--- src/rtl/ssd_countdown_monitor.sv ---
// Decodes a two-digit seven-segment countdown display and tracks its sequence:
// lock, step errors, wrap events and a saturating error count. Define DP_CHECK_EN to treat a lit dp as a code error.
module ssd_countdown_monitor #(
  parameter int START_VAL  = 30,
  parameter int WRAP_VAL   = 29,
  parameter int LOCK_COUNT = 3,
  parameter int ERR_W      = 8
) (
  input  logic             clk,
  input  logic             rst,
  input  logic [7:0]       seg_tens,
  input  logic [7:0]       seg_ones,
  input  logic             sample,
  output logic [3:0]       tens,
  output logic [3:0]       ones,
  output logic             valid,
  output logic             locked,
  output logic             code_err,
  output logic             seq_err,
  output logic             wrap,
  output logic [ERR_W-1:0] err_cnt
);

  typedef enum logic [1:0] {HUNT, TRACK, LOCKED} state_t;

  localparam logic [6:0] START_V = 7'(START_VAL);
  localparam logic [6:0] WRAP_V  = 7'(WRAP_VAL);
  localparam logic [3:0] LOCK_V  = 4'(LOCK_COUNT);

  state_t     state;
  logic [6:0] prev_val;
  logic [3:0] match_cnt;

  // Returns {legal, digit}; segments are active-low with a at the MSB.
  function automatic logic [4:0] decode_digit(input logic [6:0] s);
    logic [4:0] r;
    case (s)
      7'b0000001: r = {1'b1, 4'd0};
      7'b1001111: r = {1'b1, 4'd1};
      7'b0010010: r = {1'b1, 4'd2};
      7'b0000110: r = {1'b1, 4'd3};
      7'b1001100: r = {1'b1, 4'd4};
      7'b0100100: r = {1'b1, 4'd5};
      7'b0100000: r = {1'b1, 4'd6};
      7'b0001111: r = {1'b1, 4'd7};
      7'b0000000: r = {1'b1, 4'd8};
      7'b0000100: r = {1'b1, 4'd9};
      default:    r = {1'b0, 4'd0};
    endcase
    return r;
  endfunction

  logic [4:0] dec_tens;
  logic [4:0] dec_ones;
  logic [6:0] value;
  logic [6:0] expected_val;
  logic       dp_ok;
  logic       code_ok;
  logic       step_match;

  assign dec_tens = decode_digit(seg_tens[7:1]);
  assign dec_ones = decode_digit(seg_ones[7:1]);
  assign value    = {3'b000, dec_tens[3:0]} * 7'd10 + {3'b000, dec_ones[3:0]};

`ifdef DP_CHECK_EN
  assign dp_ok = seg_tens[0] & seg_ones[0];
`else
  logic unused_dp;
  assign unused_dp = seg_tens[0] ^ seg_ones[0];
  assign dp_ok     = 1'b1;
`endif

  assign code_ok      = dec_tens[4] & dec_ones[4] & (value <= START_V) & dp_ok;
  assign expected_val = (prev_val == 7'd0) ? WRAP_V : prev_val - 7'd1;
  assign step_match   = (value == expected_val);

  // Sequence tracker; every output is registered and pulses clear each cycle.
  always_ff @(posedge clk) begin
    if (rst) begin
      state     <= HUNT;
      prev_val  <= '0;
      match_cnt <= '0;
      tens      <= '0;
      ones      <= '0;
      valid     <= 1'b0;
      locked    <= 1'b0;
      code_err  <= 1'b0;
      seq_err   <= 1'b0;
      wrap      <= 1'b0;
      err_cnt   <= '0;
    end else begin
      code_err <= 1'b0;
      seq_err  <= 1'b0;
      wrap     <= 1'b0;
      if (sample) begin
        if (!code_ok) begin
          // Displayed digits are kept so the last good value stays visible.
          code_err  <= 1'b1;
          valid     <= 1'b0;
          locked    <= 1'b0;
          state     <= HUNT;
          match_cnt <= '0;
          err_cnt   <= (err_cnt == '1) ? err_cnt : err_cnt + 1'b1;
        end else begin
          tens     <= dec_tens[3:0];
          ones     <= dec_ones[3:0];
          valid    <= 1'b1;
          prev_val <= value;
          case (state)
            HUNT: begin
              state     <= TRACK;
              match_cnt <= '0;
            end
            TRACK: begin
              if (step_match) begin
                if (match_cnt + 4'd1 == LOCK_V) begin
                  state  <= LOCKED;
                  locked <= 1'b1;
                end
                match_cnt <= match_cnt + 4'd1;
              end else begin
                seq_err   <= 1'b1;
                match_cnt <= '0;
                err_cnt   <= (err_cnt == '1) ? err_cnt : err_cnt + 1'b1;
              end
            end
            LOCKED: begin
              if (step_match) begin
                wrap <= (prev_val == 7'd0);
              end else begin
                seq_err   <= 1'b1;
                state     <= TRACK;
                locked    <= 1'b0;
                match_cnt <= '0;
                err_cnt   <= (err_cnt == '1) ? err_cnt : err_cnt + 1'b1;
              end
            end
            default: begin
              state     <= HUNT;
              locked    <= 1'b0;
              match_cnt <= '0;
            end
          endcase
        end
      end
    end
  end

endmodule

--- config.mk ---
export PLATFORM = sky130hd
export DESIGN_NAME = ssd_countdown_monitor
export DESIGN_NICKNAME = d
export VERILOG_FILES = /design/src/rtl/ssd_countdown_monitor.sv
export SDC_FILE = /design/constraint.sdc
export NUM_CORES = 1
export LEC_CHECK = 0
export CORE_ASPECT_RATIO = 1.5
export CORE_UTILIZATION = 32
export CTS_CLUSTER_SIZE = 8
export DETAILED_ROUTE_END_ITERATION = 12
export RECOVER_POWER = 100
export SLEW_MARGIN = 20
export SYNTH_ARGS = -nofsm -noshare
export SYNTH_HDL_FRONTEND = slang
export SYNTH_SLANG_ARGS = --single-unit
--- constraint.sdc ---
create_clock -name clk -period 6.9 [get_ports clk]
set_clock_uncertainty 0.15 [all_clocks]
set_input_delay 1.38 -clock clk [delete_from_list [all_inputs] [get_ports clk]]
set_output_delay 1.38 -clock clk [all_outputs]
set_load 0.02 [all_outputs]
* Yosys cells after proc, flatten, opt, wreduce, memory -nomap -nowiden
Cells that the tools add are included.
** Word-level totals
- Register bits after elaboration :: 34
- Input port bits :: 19
- Logic and storage cells :: 90
- Output and inout bits :: 21
** Operators by class
- Reductions and logical operators :: 13
- Multipliers :: 1
- $add $sub $neg :: 4
- Bitwise gates (word level) :: 7
- Magnitude comparators :: 1
- Multiplexer cells :: 24
- Equality and inequality tests :: 29
** Operators with widths (number)
- $pmux W5 S10 :: 2
- $mux W8 :: 4
- $eq A7 B3 Y1 const B :: 4
- $eq A7 B6 Y1 const B :: 4
- $eq A7 B7 Y1 const B :: 4
- $logic_not A7 Y1 :: 3
- $eq A7 B1 Y1 const B :: 2
- $eq A7 B4 Y1 const B :: 2
- $eq A7 B5 Y1 const B :: 2
- $mux W4 :: 3
- $ne A3 B3 Y1 const B :: 3
- $add A8 B1 Y8 const B :: 1
- $eq A8 B8 Y1 const B :: 1
- $mux W2 :: 4
- $pmux W4 S2 :: 1
- $add A7 B4 Y7 :: 1
- $eq A7 B7 Y1 :: 1
- $le A7 B5 Y1 const B :: 1
- $mux W1 :: 7
- $mux W7 :: 1
- $sub A7 B1 Y7 const B :: 1
- $mul A4 B3 Y6 const B :: 1
- $ne A2 B2 Y1 const B :: 3
- $pmux W2 S3 :: 1
- 15 further kinds :: 22

* Longest topological paths before layout
- Depth in word-level cells :: 8
- Gate-level depth with buffers :: 16

* Least setup slack after synthesis
No wires, ideal clock.
- Path kind :: input to register
- From :: input seg_tens[5]
- To :: register err_cnt[7]
- Stages on the path :: 16
- Arrival time :: 5.093 ns
- Slack :: 1.536 ns
- Data required time :: 6.629 ns
- Cell sequence :: clkbuf_1 xnor2_1 o31ai_1 a22oi_1 nor2_1 ha_1 ha_1 inv_1 fa_1 nand2b_1 o2bb2ai_1 o21ai_0 o22ai_1 o41ai_4 a2111oi_0 mux2_2
** Between the ends
- Cells in the longest elaborated chain, start to end :: 8
- Elaborated cells on any way between the ends :: 21
- Those cells by class :: add/sub (1); mul (1); order compare (1); eq/ne (12); mux (2); bitwise (2); reduce/logical (2)
** RTL lines
- start: declaration :: line 11 : input logic [7:0] seg_tens,
- $eq A7 B3 Y1 (tied with other cells) :: line 37 : case (s)
- $pmux W5 S10 * :: line 37
- net dec_tens[1] :: line 53 : logic [4:0] dec_tens;
- $mul A4 B3 Y6 * :: line 63 : assign value = {3'b000, dec_tens[3:0]} * 7'd10 + {3'b000, dec_ones[3:0]};
- $add A7 B4 Y7 * :: line 63
- $le A7 B5 Y1 :: line 73 : assign code_ok = dec_tens[4] & dec_ones[4] & (value <= START_V) & dp_ok;
- $and A1 B1 Y1 :: line 73
- $ne A2 B2 Y1 (no source line)
- $reduce_and A3 Y1 (no source line)
- end signal: assignment :: line 103 : err_cnt <= (err_cnt == '1) ? err_cnt : err_cnt + 1'b1;
- end signal: assignment :: line 124 : err_cnt <= (err_cnt == '1) ? err_cnt : err_cnt + 1'b1;
- end signal: assignment :: line 135 : err_cnt <= (err_cnt == '1) ? err_cnt : err_cnt + 1'b1;
- end: declaration :: line 21 : output logic [ERR_W-1:0] err_cnt
The timed path passes the listed nets; every way through them passes the cells marked *.
A chain may end at the register's enable or synchronous reset.

* Worst setup path after layout
- From :: input seg_tens[5]
- To :: register err_cnt[0]
Same word-level chain as after synthesis.

==> impl_metrics.toml <==
[outcome]
outcome = "finished, final reports clean"

[final_layout]
stdcell_area_um2 = 3210
layout.nets = 365
n_antenna_cell = 0
nFillCells = 852
final_common_cell = "nor2_1"
final_cell_mix = "nor2_1 (34), dfxtp_1 (33), dlygate4sd3_1 (22)"
area_delta_synth_final_pct = 24.0
drive_above_1_share_pct = 9.06

[power]
p_total_w = 0.000510
p_comb_share_pct = 10.7
peakVddDrop_mv = 0.0918
internal-power_w = 0.000396
p_seq_share_pct = 38.1
p_clk_share_pct = 51.2
p_leak_nw = 1.25
p_sw_share_pct = 22.3
power_density_nw_per_um2 = 159
power.switching_w = 0.000114

[synth]
synth_area_um2 = 2590
syn_area_per_cell_um2 = 8.81
ys_warn_count = 0
synth_top_area_cell = "dfxtp_1"
syn_nets = 329
ys_ff_latch = 33
synth_edf_count = 0
synth.distinct_cells = 69
synth_top_area_share_pct = 25.5
synth-seq-area-share_pct = 25.5
dominantRegCellSynth = "dfxtp_1"
ys_top_cells_by_area = "dfxtp_1 (26%), ha_1 (6.8%), mux2i_1 (5.0%)"
syn-instance-count = 294
async_flop_share_pct = 0

[timing]
slew_headroom_pct = 59.8
rsz0062_at_grt = "no"
hold_violations = 0
setup_tns_ns = 0
final.setup.worst_slack_ns = 0.737
slew_violations = 0
worstMarginPinSlew_ns = 0.595
min_period_ns = 6.16
finalCritPeriodShare_pct = 89.3
finalSetupViolCount = 0
fmax_mhz = 162

[clock_network]
worst_skew_pair.late_latency_ns = 0.28
path_clk_slew_ns = 0.06
post_cts_resized = 0
cts_made_buffers = 5
clock_path_buffers = 2
cts_root_buf = "clkbuf_16"
cts_tree = "yes"
cts_sinks = 33
cts_max_level = 2
ctsHoldBuffers = 0
cts_setup_buffers = 0

[floorplan]
die_y_um = 112
num_io_pins = 40
dieArea_um2 = 8460
core_um2 = 7710
die_w_um = 75.4
rows = 39
floorplan.initialDensity_pct = 33.6

[route]
wl_mm = 6.17
route.detailed.drc = 0
drt_iter0_drc = 83
vias_per_cell = 5.39
routedWlPerCell_um = 14.2
final_antenna_net_count = 0
num_vias = 2334
first_pass_iters = 4

[worst_setup_path]
path_max_fanout = 11
r2r_cells = 7
rr_startpoint = "ones[0]"
reg2reg_to = "err_cnt[7]"
cp-end-kind = "flop"
worst_setup_path_start_kind = "input port"
r2r_setup_slack_ns = 3.73
worstPathArrival_ns = 6.18
worstSetupStartpoint = "seg_tens[5]"
crit_required_ns = 6.92
crit_type = "in -> reg"

[place]
io_buffers = 37
placed_area_um2 = 3050
gp_congestion = 0.817
dp_hpwl_mm = 4.72
pre_cts_ws_ns = 0.624

[min_path]
hold_class = "reg -> reg"
hold_end = "valid"
min_from = "valid"
hold_depth = 2

[global_routing]
antenna_found_initial = 0
first_global_vias = 2279
grt_max_degree = 35
overflow = 0
grt_pass1_wl_mm = 10.3
grt_usage_pct = 15.5

[job]
max_cap_violations = 0
[routing by layer]
layer  vias up  wire length, um  track usage, %
li1       1153                -               -
met1      1124             2590            16.9
met2        47             3210            28.7
met3        10              242            3.05
met4         0              128            5.31
met5         -                0               0
[registers in the layout (all words and copies together), names as in the netlist]
register   flops
valid          1
tens           4
ones           4
code_err       1
locked         1
state          2
seq_err        1
match_cnt      4
wrap           1
err_cnt        8
prev_val       6
[critical path, stage by stage]
cell           delay, ns
dlygate4sd3_1       0.75
xnor2_1             0.11
o31ai_1             0.22
a22oi_1             0.12
nor2_1              0.32
ha_1                0.30
ha_1                0.19
inv_1               0.06
fa_1                0.46
nand2b_1            0.19
o2bb2ai_1           0.26
o21ai_0             0.28
a211oi_1            0.57
clkbuf_1            0.46
a21oi_1             0.20
mux2_2              0.31
[Yosys cell counts, types with 2 or more instances]
| library cell | n |
|---|---|
| o21ai_0 | 4 |
| nand3_1 | 9 |
| o31ai_1 | 3 |
| o21a_1 | 2 |
| and4_1 | 2 |
| o2bb2ai_1 | 3 |
| and2_1 | 3 |
| a22oi_1 | 2 |
| a22o_1 | 2 |
| nor2_1 | 34 |
| nor3b_1 | 4 |
| nor3_1 | 5 |
| mux2_2 | 8 |
| clkbuf_1 | 7 |
| xnor3_1 | 2 |
| ha_1 | 14 |
| a2111oi_0 | 2 |
| or3_4 | 2 |
| nor2b_1 | 11 |
| a21boi_0 | 2 |
| o22ai_1 | 2 |
| nor4_1 | 6 |
| inv_1 | 18 |
| and3_1 | 5 |
| a21oi_1 | 13 |
| nor4b_1 | 2 |
| or4_4 | 4 |
| xor2_1 | 4 |
| a31oi_1 | 2 |
| dfxtp_1 | 33 |
| o221ai_1 | 3 |
| nand2_1 | 15 |
| nand4_1 | 4 |
| nand4b_1 | 3 |
| a221o_1 | 2 |
| mux2i_1 | 13 |
| buf_6 | 2 |
| xnor2_1 | 9 |
| fa_1 | 2 |
| buf_2 | 2 |
[worst max path at each step]
stage / slack [ns] / end
after global placement: 0.58 / err_cnt[5]
after CTS: 0.90 / err_cnt[7]
after floorplan: 1.54 / err_cnt[7]
after detailed placement: 0.62 / err_cnt[7]
after global routing: 0.30 / err_cnt[0]
final: 0.74 / err_cnt[0]
[through the flow]
step | instances | util [%] | hold slack [ns]
global route | 433 | 41.6 | 0.376
CTS | 433 | 41.8 | 0.342
floorplan | 294 | - | 0.319
detailed placement | 425 | 39.6 | 0.329
finish | 433 | 41.6 | 0.336
global placement | 425 | 39.6 | 0.325
[power groups by stage]
stage	Combinational, W	Clock, W	Sequential, W
global placement	0.0000548	0	0.000198
global route	0.0000595	0.000272	0.000194
floorplan	0.0000309	0	0.000200
detailed placement	0.0000557	0	0.000198
finish	0.0000548	0.000261	0.000194
CTS	0.0000560	0.000266	0.000194
[cells by family after synthesis]
family | count (synthesis) | synth area share, %
simple gates | 120 | 27.5
flops | 33 | 25.5
mux | 21 | 8.51
buf+inv | 30 | 5.17
xor+xnor | 15 | 6.14
compound gates | 59 | 18.9
fa+ha+maj | 16 | 8.31
[cell type report]
class                      count  area [um2]  area share [%]
timing repair buffer          41         397            12.4
tap                          102         128            3.98
clock inverter                 1        30.0           0.935
sequential                    33         661            20.6
inverter                      18        67.6            2.10
multi-input combinational    231        1790            55.6
clock buffer                   7         143            4.44
(Power assumes the default switching activity.)
